File: config.mk
export PLATFORM = sky130hd
export DESIGN_NAME = exec_muldiv_unit
export DESIGN_NICKNAME = d
export VERILOG_FILES = /design/src/rtl/exec_muldiv_unit_pkg.sv /design/src/rtl/exec_muldiv_unit_step.sv /design/src/rtl/exec_muldiv_unit.sv
export SDC_FILE = /design/constraint.sdc
export NUM_CORES = 1
export LEC_CHECK = 0
export ABC_AREA = 1
export ABC_CLOCK_PERIOD_IN_PS = 3400
export CAP_MARGIN = 20
export CORE_MARGIN = 4
export CORE_UTILIZATION = 50
export CTS_BUF_LIST = sky130_fd_sc_hd__clkbuf_16
export DETAILED_ROUTE_END_ITERATION = 10
export HOLD_SLACK_MARGIN = 0.1
export PLACE_DENSITY = 0.69
export REMOVE_ABC_BUFFERS = 1
export SYNTH_ARGS = -nofsm -noshare
export SYNTH_HDL_FRONTEND = slang
export SYNTH_HIERARCHICAL = 1
export SYNTH_SLANG_ARGS = --single-unit
File: constraint.sdc
create_clock -name clk -period 3.4 [get_ports clk]
set_input_delay 0.68 -clock clk [delete_from_list [all_inputs] [get_ports clk]]
set_output_delay 0.68 -clock clk [all_outputs]
set_load 0.01 [all_outputs]
File: src/rtl/exec_muldiv_unit_pkg.sv
// Shared opcode constants, FSM state encoding and opcode decode helpers
// for the iterative multiply/divide execute unit.
package lib_muldiv;

    localparam logic [3:0] OPT_MUL   = 4'h8;
    localparam logic [3:0] OPT_MULHU = 4'h9;
    localparam logic [3:0] OPT_DIVU  = 4'hA;
    localparam logic [3:0] OPT_REMU  = 4'hB;
    localparam logic [3:0] OPT_DIV   = 4'hC;
    localparam logic [3:0] OPT_REM   = 4'hD;

    typedef enum logic [1:0] {
        IDLE,
        CALC,
        FIX,
        DONE
    } state_e;

    function automatic logic opt_legal(input logic [3:0] opt);
        return (opt >= OPT_MUL) && (opt <= OPT_REM);
    endfunction

    function automatic logic opt_is_mul(input logic [3:0] opt);
        return (opt == OPT_MUL) || (opt == OPT_MULHU);
    endfunction

    function automatic logic opt_is_div(input logic [3:0] opt);
        return opt_legal(opt) && !opt_is_mul(opt);
    endfunction

    function automatic logic opt_is_signed(input logic [3:0] opt);
        return (opt == OPT_DIV) || (opt == OPT_REM);
    endfunction

endpackage

File: src/rtl/exec_muldiv_unit_step.sv
// One radix-2 iteration: shift-add multiply step or restoring divide step
// on a {hi, lo} 2*XLEN accumulator.
module muldiv_step #(
    parameter int unsigned XLEN = 32
) (
    input  logic                is_div_i,
    input  logic [XLEN-1:0]     b_i,
    input  logic [2*XLEN-1:0]   acc_i,
    output logic [2*XLEN-1:0]   acc_o
);

    logic [XLEN:0] sum;
    logic [XLEN:0] shifted;
    logic [XLEN:0] diff;
    logic          ge;

    always_comb begin
        // Multiply: lo holds the remaining multiplier bits, hi the running sum.
        sum     = {1'b0, acc_i[2*XLEN-1:XLEN]} + (acc_i[0] ? {1'b0, b_i} : '0);
        // Divide: hi is the partial remainder, lo shifts dividend out / quotient in.
        shifted = {acc_i[2*XLEN-1:XLEN], acc_i[XLEN-1]};
        ge      = shifted >= {1'b0, b_i};
        diff    = shifted - {1'b0, b_i};
        if (is_div_i) begin
            acc_o = {XLEN'(ge ? diff : shifted), acc_i[XLEN-2:0], ge};
        end else begin
            acc_o = {sum, acc_i[XLEN-1:1]};
        end
    end

endmodule

File: src/rtl/exec_muldiv_unit.sv
// Iterative multiply/divide execute unit with valid/ready request and
// response handshakes; retires BITS_PER_CYCLE bits per CALC cycle.
module exec_muldiv_unit
    import lib_muldiv::*;
#(
    parameter int unsigned XLEN           = 32,
    parameter int unsigned BITS_PER_CYCLE = 1
) (
    input  logic            clk,
    input  logic            rst_n,
    input  logic            flush,
    input  logic            req_valid,
    output logic            req_ready,
    input  logic [3:0]      req_opt,
    input  logic [XLEN-1:0] req_a,
    input  logic [XLEN-1:0] req_b,
    output logic            resp_valid,
    input  logic            resp_ready,
    output logic [XLEN-1:0] resp_data,
    output logic            busy
);

    localparam int unsigned N_ITER = XLEN / BITS_PER_CYCLE;
    localparam int unsigned CNT_W  = $clog2(N_ITER + 1);

    typedef struct packed {
        logic [3:0]        opt;
        logic [XLEN-1:0]   a_mag;
        logic [XLEN-1:0]   b_mag;
        logic              neg_q;
        logic              neg_r;
        logic [2*XLEN-1:0] acc;
        logic [CNT_W-1:0]  cnt;
    } op_t;

    state_e          state_q;
    op_t             op_q;
    logic            resp_valid_q;
    logic [XLEN-1:0] resp_data_q;

    logic            accept;
    logic            signed_op;
    logic            div_zero;
    logic [XLEN-1:0] a_mag_d;
    logic [XLEN-1:0] b_mag_d;
    logic [XLEN-1:0] dz_res;
    logic [XLEN-1:0] step_b;
    logic [XLEN-1:0] fix_res;

    logic [2*XLEN-1:0] chain [BITS_PER_CYCLE+1];

    assign req_ready  = (state_q == IDLE) && !flush;
    assign accept     = req_valid && req_ready;
    assign busy       = (state_q != IDLE);
    assign resp_valid = resp_valid_q;
    assign resp_data  = resp_data_q;

    always_comb begin
        signed_op = opt_is_signed(req_opt);
        a_mag_d   = (signed_op && req_a[XLEN-1]) ? -req_a : req_a;
        b_mag_d   = (signed_op && req_b[XLEN-1]) ? -req_b : req_b;
        div_zero  = opt_is_div(req_opt) && (req_b == '0);
        dz_res    = ((req_opt == OPT_DIVU) || (req_opt == OPT_DIV)) ? '1 : req_a;
    end

    assign step_b   = opt_is_mul(op_q.opt) ? op_q.a_mag : op_q.b_mag;
    assign chain[0] = op_q.acc;

    for (genvar g = 0; g < BITS_PER_CYCLE; g++) begin : g_step
        muldiv_step #(
            .XLEN(XLEN)
        ) u_step (
            .is_div_i (!opt_is_mul(op_q.opt)),
            .b_i      (step_b),
            .acc_i    (chain[g]),
            .acc_o    (chain[g+1])
        );
    end

    always_comb begin
        fix_res = '0;
        case (op_q.opt)
            OPT_MUL, OPT_DIVU:   fix_res = op_q.acc[XLEN-1:0];
            OPT_MULHU, OPT_REMU: fix_res = op_q.acc[2*XLEN-1:XLEN];
            OPT_DIV:  fix_res = op_q.neg_q ? -op_q.acc[XLEN-1:0] : op_q.acc[XLEN-1:0];
            OPT_REM:  fix_res = op_q.neg_r ? -op_q.acc[2*XLEN-1:XLEN] : op_q.acc[2*XLEN-1:XLEN];
            default:  fix_res = '0;
        endcase
    end

    always_ff @(posedge clk or negedge rst_n) begin
        if (!rst_n) begin
            state_q      <= IDLE;
            op_q         <= '0;
            resp_valid_q <= 1'b0;
            resp_data_q  <= '0;
        end else if (flush) begin
            state_q      <= IDLE;
            resp_valid_q <= 1'b0;
        end else begin
            case (state_q)
                IDLE: begin
                    if (accept) begin
                        op_q.opt   <= req_opt;
                        op_q.a_mag <= a_mag_d;
                        op_q.b_mag <= b_mag_d;
                        op_q.neg_q <= signed_op && (req_a[XLEN-1] ^ req_b[XLEN-1]);
                        op_q.neg_r <= signed_op && req_a[XLEN-1];
                        op_q.acc   <= opt_is_mul(req_opt) ? {{XLEN{1'b0}}, req_b}
                                                          : {{XLEN{1'b0}}, a_mag_d};
                        if (!opt_legal(req_opt)) begin
                            resp_data_q  <= '0;
                            resp_valid_q <= 1'b1;
                            state_q      <= DONE;
                        end else if (div_zero) begin
                            resp_data_q  <= dz_res;
                            resp_valid_q <= 1'b1;
                            state_q      <= DONE;
                        end else begin
                            op_q.cnt <= CNT_W'(N_ITER);
                            state_q  <= CALC;
                        end
                    end
                end
                CALC: begin
                    op_q.acc <= chain[BITS_PER_CYCLE];
                    op_q.cnt <= op_q.cnt - CNT_W'(1);
                    if (op_q.cnt == CNT_W'(1)) begin
                        state_q <= FIX;
                    end
                end
                FIX: begin
                    resp_data_q  <= fix_res;
                    resp_valid_q <= 1'b1;
                    state_q      <= DONE;
                end
                DONE: begin
                    if (resp_ready) begin
                        resp_valid_q <= 1'b0;
                        state_q      <= IDLE;
                    end
                end
                default: state_q <= IDLE;
            endcase
        end
    end

endmodule
==> Yosys cells after proc, flatten, opt, wreduce, memory -nomap -nowiden <==
Index checks and enable logic that the tools add are counted.
{ "classes": {"add_sub_neg": 7, "eq_ne": 23, "reduce_logical": 28, "muxes": 32, "magnitude_cmp": 3, "bitwise_logic": 2} }
{ "ops": {"columns": ["operator", "count"], "rows": [
  ["$mux W32", 12],
  ["$pmux W70 S2", 1],
  ["$neg A32 Y32", 4],
  ["$pmux W32 S4", 1],
  ["$mux W70", 1],
  ["$mux W64", 1],
  ["$pmux W32 S2", 1],
  ["$eq A4 B4 Y1 const B", 11],
  ["$add A32 B32 Y33", 1],
  ["$ge A33 B32 Y1", 1],
  ["$logic_not A32 Y1", 1],
  ["$sub A32 B32 Y32", 1],
  ["$mux W2", 6],
  ["$mux W6", 2],
  ["$ne A3 B3 Y1 const B", 4],
  ["$reduce_and A3 Y1", 3],
  ["$logic_and A1 B1 Y1", 8],
  ["$pmux W2 S4", 1],
  ["$reduce_and A4 Y1", 2],
  ["$eq A6 B1 Y1 const B", 1],
  ["$reduce_bool A2 Y1", 3],
  ["$sub A6 B1 Y6 const B", 1],
  ["$mux W1", 5],
  ["$reduce_and A5 Y1", 1],
  ["15 further kinds", 22]
]} }
{ "word_totals": {"input_bits": 73, "wordCells": 105, "reg_bits": 175, "output_inout_bits": 35} }

==> Logic depth before layout (Yosys ltp) <==
{ "logic_depth": {"ltp_word": 10, "depth_mapped": 25, "mapped_depth_nobuf": 23} }

==> Modules after synthesis <==
Netlist, hierarchy kept.
{ "modules_own_cells": {"columns": ["mod", "seq_area_each_um2", "instances", "cells_each", "area_per_inst_um2"], "rows": [
  ["exec_muldiv_unit", 4379.2, 1, 1930, 12727.2],
  ["muldiv_step", 0.0, 1, 1288, 6238.5]
]} }

==> Worst setup path before layout <==
OpenSTA, ideal clock, no wires.
{ "synth_path": {"path_kind": "reg-to-reg", "startpoint": "reg op_q[139] (netlist bit)", "endpoint": "reg op_q, in the netlist chain[127]", "setup_slack_ns": 0.259, "setup_ns": 0.132, "synth_period_minus_slack_ns": 3.141, "path_stages_with_launch": 23, "n_path_buf": 1, "t_arrival_ns": 3.009, "t_required_ns": 3.268, "path_cell_list": "dfrtp_1 > inv_1 > nor2_2 > nand2_1 > clkbuf_1 > mux2_2 > nand2_1 > inv_1 > ha_1 > fa_1 > nand2_1 > nand3_1 > and2_1 > a21oi_1 > inv_1 > nand2_1 > nand3_1 > nand2_1 > nand2_1 > nand2_1 > nand2_1 > nand3_1 > o21ai_0"} }
{ "synth_lines": {"columns": ["item", "line", "text"], "rows": [
  ["from (decl)", "exec_muldiv_unit.sv:37", "op_t op_q;"]
]} }

==> out/results.tsv <==
metric	value	unit
result of the run	finished, final reports clean	
worst setup skew after layout	0.01633	ns
detailed-route wire length on metal 1	31.61	mm
total power consumption of the routed design	28.80	mW
arrival time of the worst setup path	3.73	ns
number of buffers on the longest clock path	2	
Routed Antenna Nets	0	
Async SR Flop Fraction	1.000	
post-detail-place hpwl	61.98	mm
Mapped Cells	3218	
critical path startpoint category	flip-flop	
Max stage delay cell, worst path	dfrtp_1	
register area	0.004379	sq mm
clock network power share	0.072	
final hold vios	0	
most used cells in the layout excluding fill and tap cells	962 x nand2_1, 406 x inv_1, 368 x nand3_1	
Req. time, crit path	3.78	ns
CTS hold repair buffers	0	
via total after detailed routing	23070	
vias in the first global route	21910	
initial core utilization	0.5047	
internal power of the cells	13.16	mW
netlist area before placement	0.01897	sq mm
switching power share of the total	0.5430	
CTS H-Tree Depth	4	
post-route cell area	0.02375	sq mm
Post-route DRC	0	
portion of total power attributed to combinational logic	0.778	
proportion of synthesized chip area in sequential cells	0.2309	
multi-input gate area in the final layout	0.01305	sq mm
cell row count	71	
pin count of the biggest net entering global routing	78	
Setup CP Type	reg2reg	
TritonCTS clock tree	built	
initial detailed-routing violation count	2680	
routed via count divided by cell count	5.730	
total leakage power	12.44	nW
Power per Cell Area	1213	mW/mm^2
area post-placement	0.02198	sq mm
Final Cycle Share	0.9849	
I/O pin count	108	
clock latency of the later-clocked register in the worst-skew pair	0.47	ns
share of post-route cells with drive strength above 1	0.1605	
TritonCTS sink count	175	
number of clock buffers inserted by TritonCTS	17	
cell chain of the critical path	inv_2, nor2_4, nand2_8, buf_12, mux2_2, inv_1, ha_4, nand2_1, nand2_1, nand2_1, nand2_1, a21oi_2, nand2_4, nor2_8, buf_6, buf_6, nand2_8, nand2_1, nand3_1, nand2_1, nand3_1, o21ai_0	
Slew Limit Headroom	0.4011	
end of the worst register-to-register path	chain[105]	
final critical-path setup slack	0.05142	ns
Die Width	202.8	um
number of diodes added for antenna fixing	0	
largest fanout on the critical path	8	
final estimated routing congestion in global placement	1.051	
count of flip-flops with a built-in enable after synthesis	0	
placed insts	3962	
warning count from the yosys run	6	
area added between synthesis and finish	25.23	%
most frequently used flop master after synthesis	dfrtp_1	
initial antenna violation count	0	
peak ir drop on the vdd network	1.102	mV
sum of met2 wire segment lengths after detailed routing	36.19	mm
RSZ-0062 raised after global routing	yes	
Clock Tree Root	clkbuf_16	
detailed-routing iteration count for the pre-antenna-repair pass	6	
Layout Utilization	0.6321	
fill cell count	3552	
global-route congestion overflow total	0	
non-filler instance count after layout	4026	
final layout net count	3651	
register clock-pin slew on the reported worst setup and hold paths	0.08	ns
highest metal used	met4	
r2r worst-path depth	22	
# setup viols final	0	
y dimension of the die	202.8	um
largest incremental delay on the critical path	0.38	ns
Max Cap Viol	0	
drt total wl	79.09	mm
number of synthesized register bits	175	
Tot GR Track Use	0.3726	
Routed wire per std cell	19.64	um
Buffers on Ports	107	
clock period minus worst slack	3.349	ns
global-route wire length before repair	121.4	mm
core area	0.03758	sq mm
type of the tightest min-delay check	in2async	
Critical R2R Launch	op_q[139]	
Crit. End Element	flip-flop	
f_max	0.2986	GHz
post-synthesis cell type count	59	
power share of the sequential group	0.149	
slew at the pin closest to its max-slew limit	0.8983	ns
final-report max-slew violation count	0	
r2r setup slk	0.05	ns
pre-CTS WS	-0.4547	ns
net load switching power	15.64	mW
average cell area after synthesis	5.894	sq um
met3 routed WL	6.807	mm
Die Outline Area	0.04111	sq mm
commonest non-fill, non-tap cell in the layout	nand2_1	
cell occurring most often along the worst timing path	nand2_1	
-- registers in the layout, indices dropped and copies added, names as in the netlist --
register and flops:
resp_valid 1, resp_data 32, chain 64, op_q 76, state_q 2
-- how the worst max path moves through the flow --
stage,startpoint,end,slack [ns]
after floorplan,op_q[139],chain[127],-1.35
after global placement,op_q[138],chain[124],-0.37
after detailed placement,op_q[138],chain[124],-0.45
after CTS,op_q[138],chain[123],-0.003
after global routing,op_q[139],chain[107],-0.04
final,op_q[139],chain[105],0.05
-- cells by family (layout without fill, tap and decap cells) --
kind of cell,after synthesis,count (layout),synth area share
multiplexers,17,17,0.01009
AND/OR/NAND/NOR,1857,1859,0.4200
buffers and inverters,558,853,0.1207
adder cells (fa/ha/maj),76,76,0.05093
XOR/XNOR,58,58,0.02797
flip-flops,175,175,0.2309
AO/OA/AOI/OAI,477,477,0.1394
-- layout make-up --
| class | instances | area share |
|---|---|---|
| Multi-Input combinational cell | 2487 | 0.5494 |
| Sequential cell | 175 | 0.1844 |
| Timing Repair Buffer | 380 | 0.1443 |
| Inverter | 441 | 0.06980 |
| Tap cell | 511 | 0.02692 |
| Clock buffer | 17 | 0.01791 |
| Clock inverter | 15 | 0.007270 |
-- cells in the mapped netlist, drive strengths merged (2+ instances only) --
library cell | count | area (sq um)
a211oi | 2 | 15.01
a21o | 5 | 37.54
a21oi | 136 | 710.7
a22oi | 27 | 207.7
and2 | 6 | 37.54
and3 | 2 | 12.51
buf | 58 | 400.4
clkbuf | 59 | 231.5
clkinv | 2 | 7.510
dfrtp | 175 | 4379
fa | 2 | 40.04
ha | 74 | 925.9
inv | 439 | 1650
mux2 | 17 | 191.4
nand2 | 1032 | 3955
nand3 | 383 | 1937
nand3b | 36 | 270.3
nand4 | 31 | 193.9
nor2 | 339 | 1376
nor3 | 15 | 101.4
nor4 | 2 | 12.51
o211ai | 18 | 135.1
o21a | 8 | 60.06
o21ai | 254 | 1290
o21bai | 7 | 52.55
o22ai | 15 | 93.84
or2 | 11 | 68.82
xnor2 | 19 | 181.4
xor2 | 39 | 349.1
-- metrics by stage --
step                      setup TNS (ns)  hold slack [ns]
after floorplan                   -75.49           0.3844
after global placement            -3.344           0.4612
after detailed placement          -4.276           0.4654
after CTS                      -0.002855           0.2530
after global routing             -0.3917           0.2709
final                                  0           0.2187
-- routing by layer --
| metal | GRT usage | vias up |
|---|---|---|
| met2 | 0.6073 | 1292 |
| met5 | 0 | - |
| met1 | 0.4904 | 10620 |
| met3 | 0.05223 | 252 |
| li1 | - | 10900 |
| met4 | 0.1758 | 0 |
-- critical path: cells and delay by family (launching register included) --
family	cells	cell delay, ns
AO/OA/AOI/OAI	2	0.33
adder cells (fa/ha/maj)	1	0.23
buffers and inverters	5	0.63
flip-flops	1	0.38
multiplexers	1	0.34
AND/OR/NAND/NOR	13	1.33
-- power by group through the flow --
stage               Sequential [mW]  Clock (mW)  Combinational, mW
floorplan                      3.95           0               11.4
global placement               4.18           0               19.4
detailed placement             4.21           0               19.6
CTS                            4.18        2.09               19.9
global route                   4.41        2.18               24.3
finish                         4.30        2.08               22.4
-- what timing repair did --
item                                    4_1_cts  5_1_grt
endpoints found under the setup margin       33       33
cloned                                        2        5
resized for setup                            14      191
setup buffers                                 3       22
pin swaps                                     4       23
Note: power is estimated with default switching activity, not from simulation.
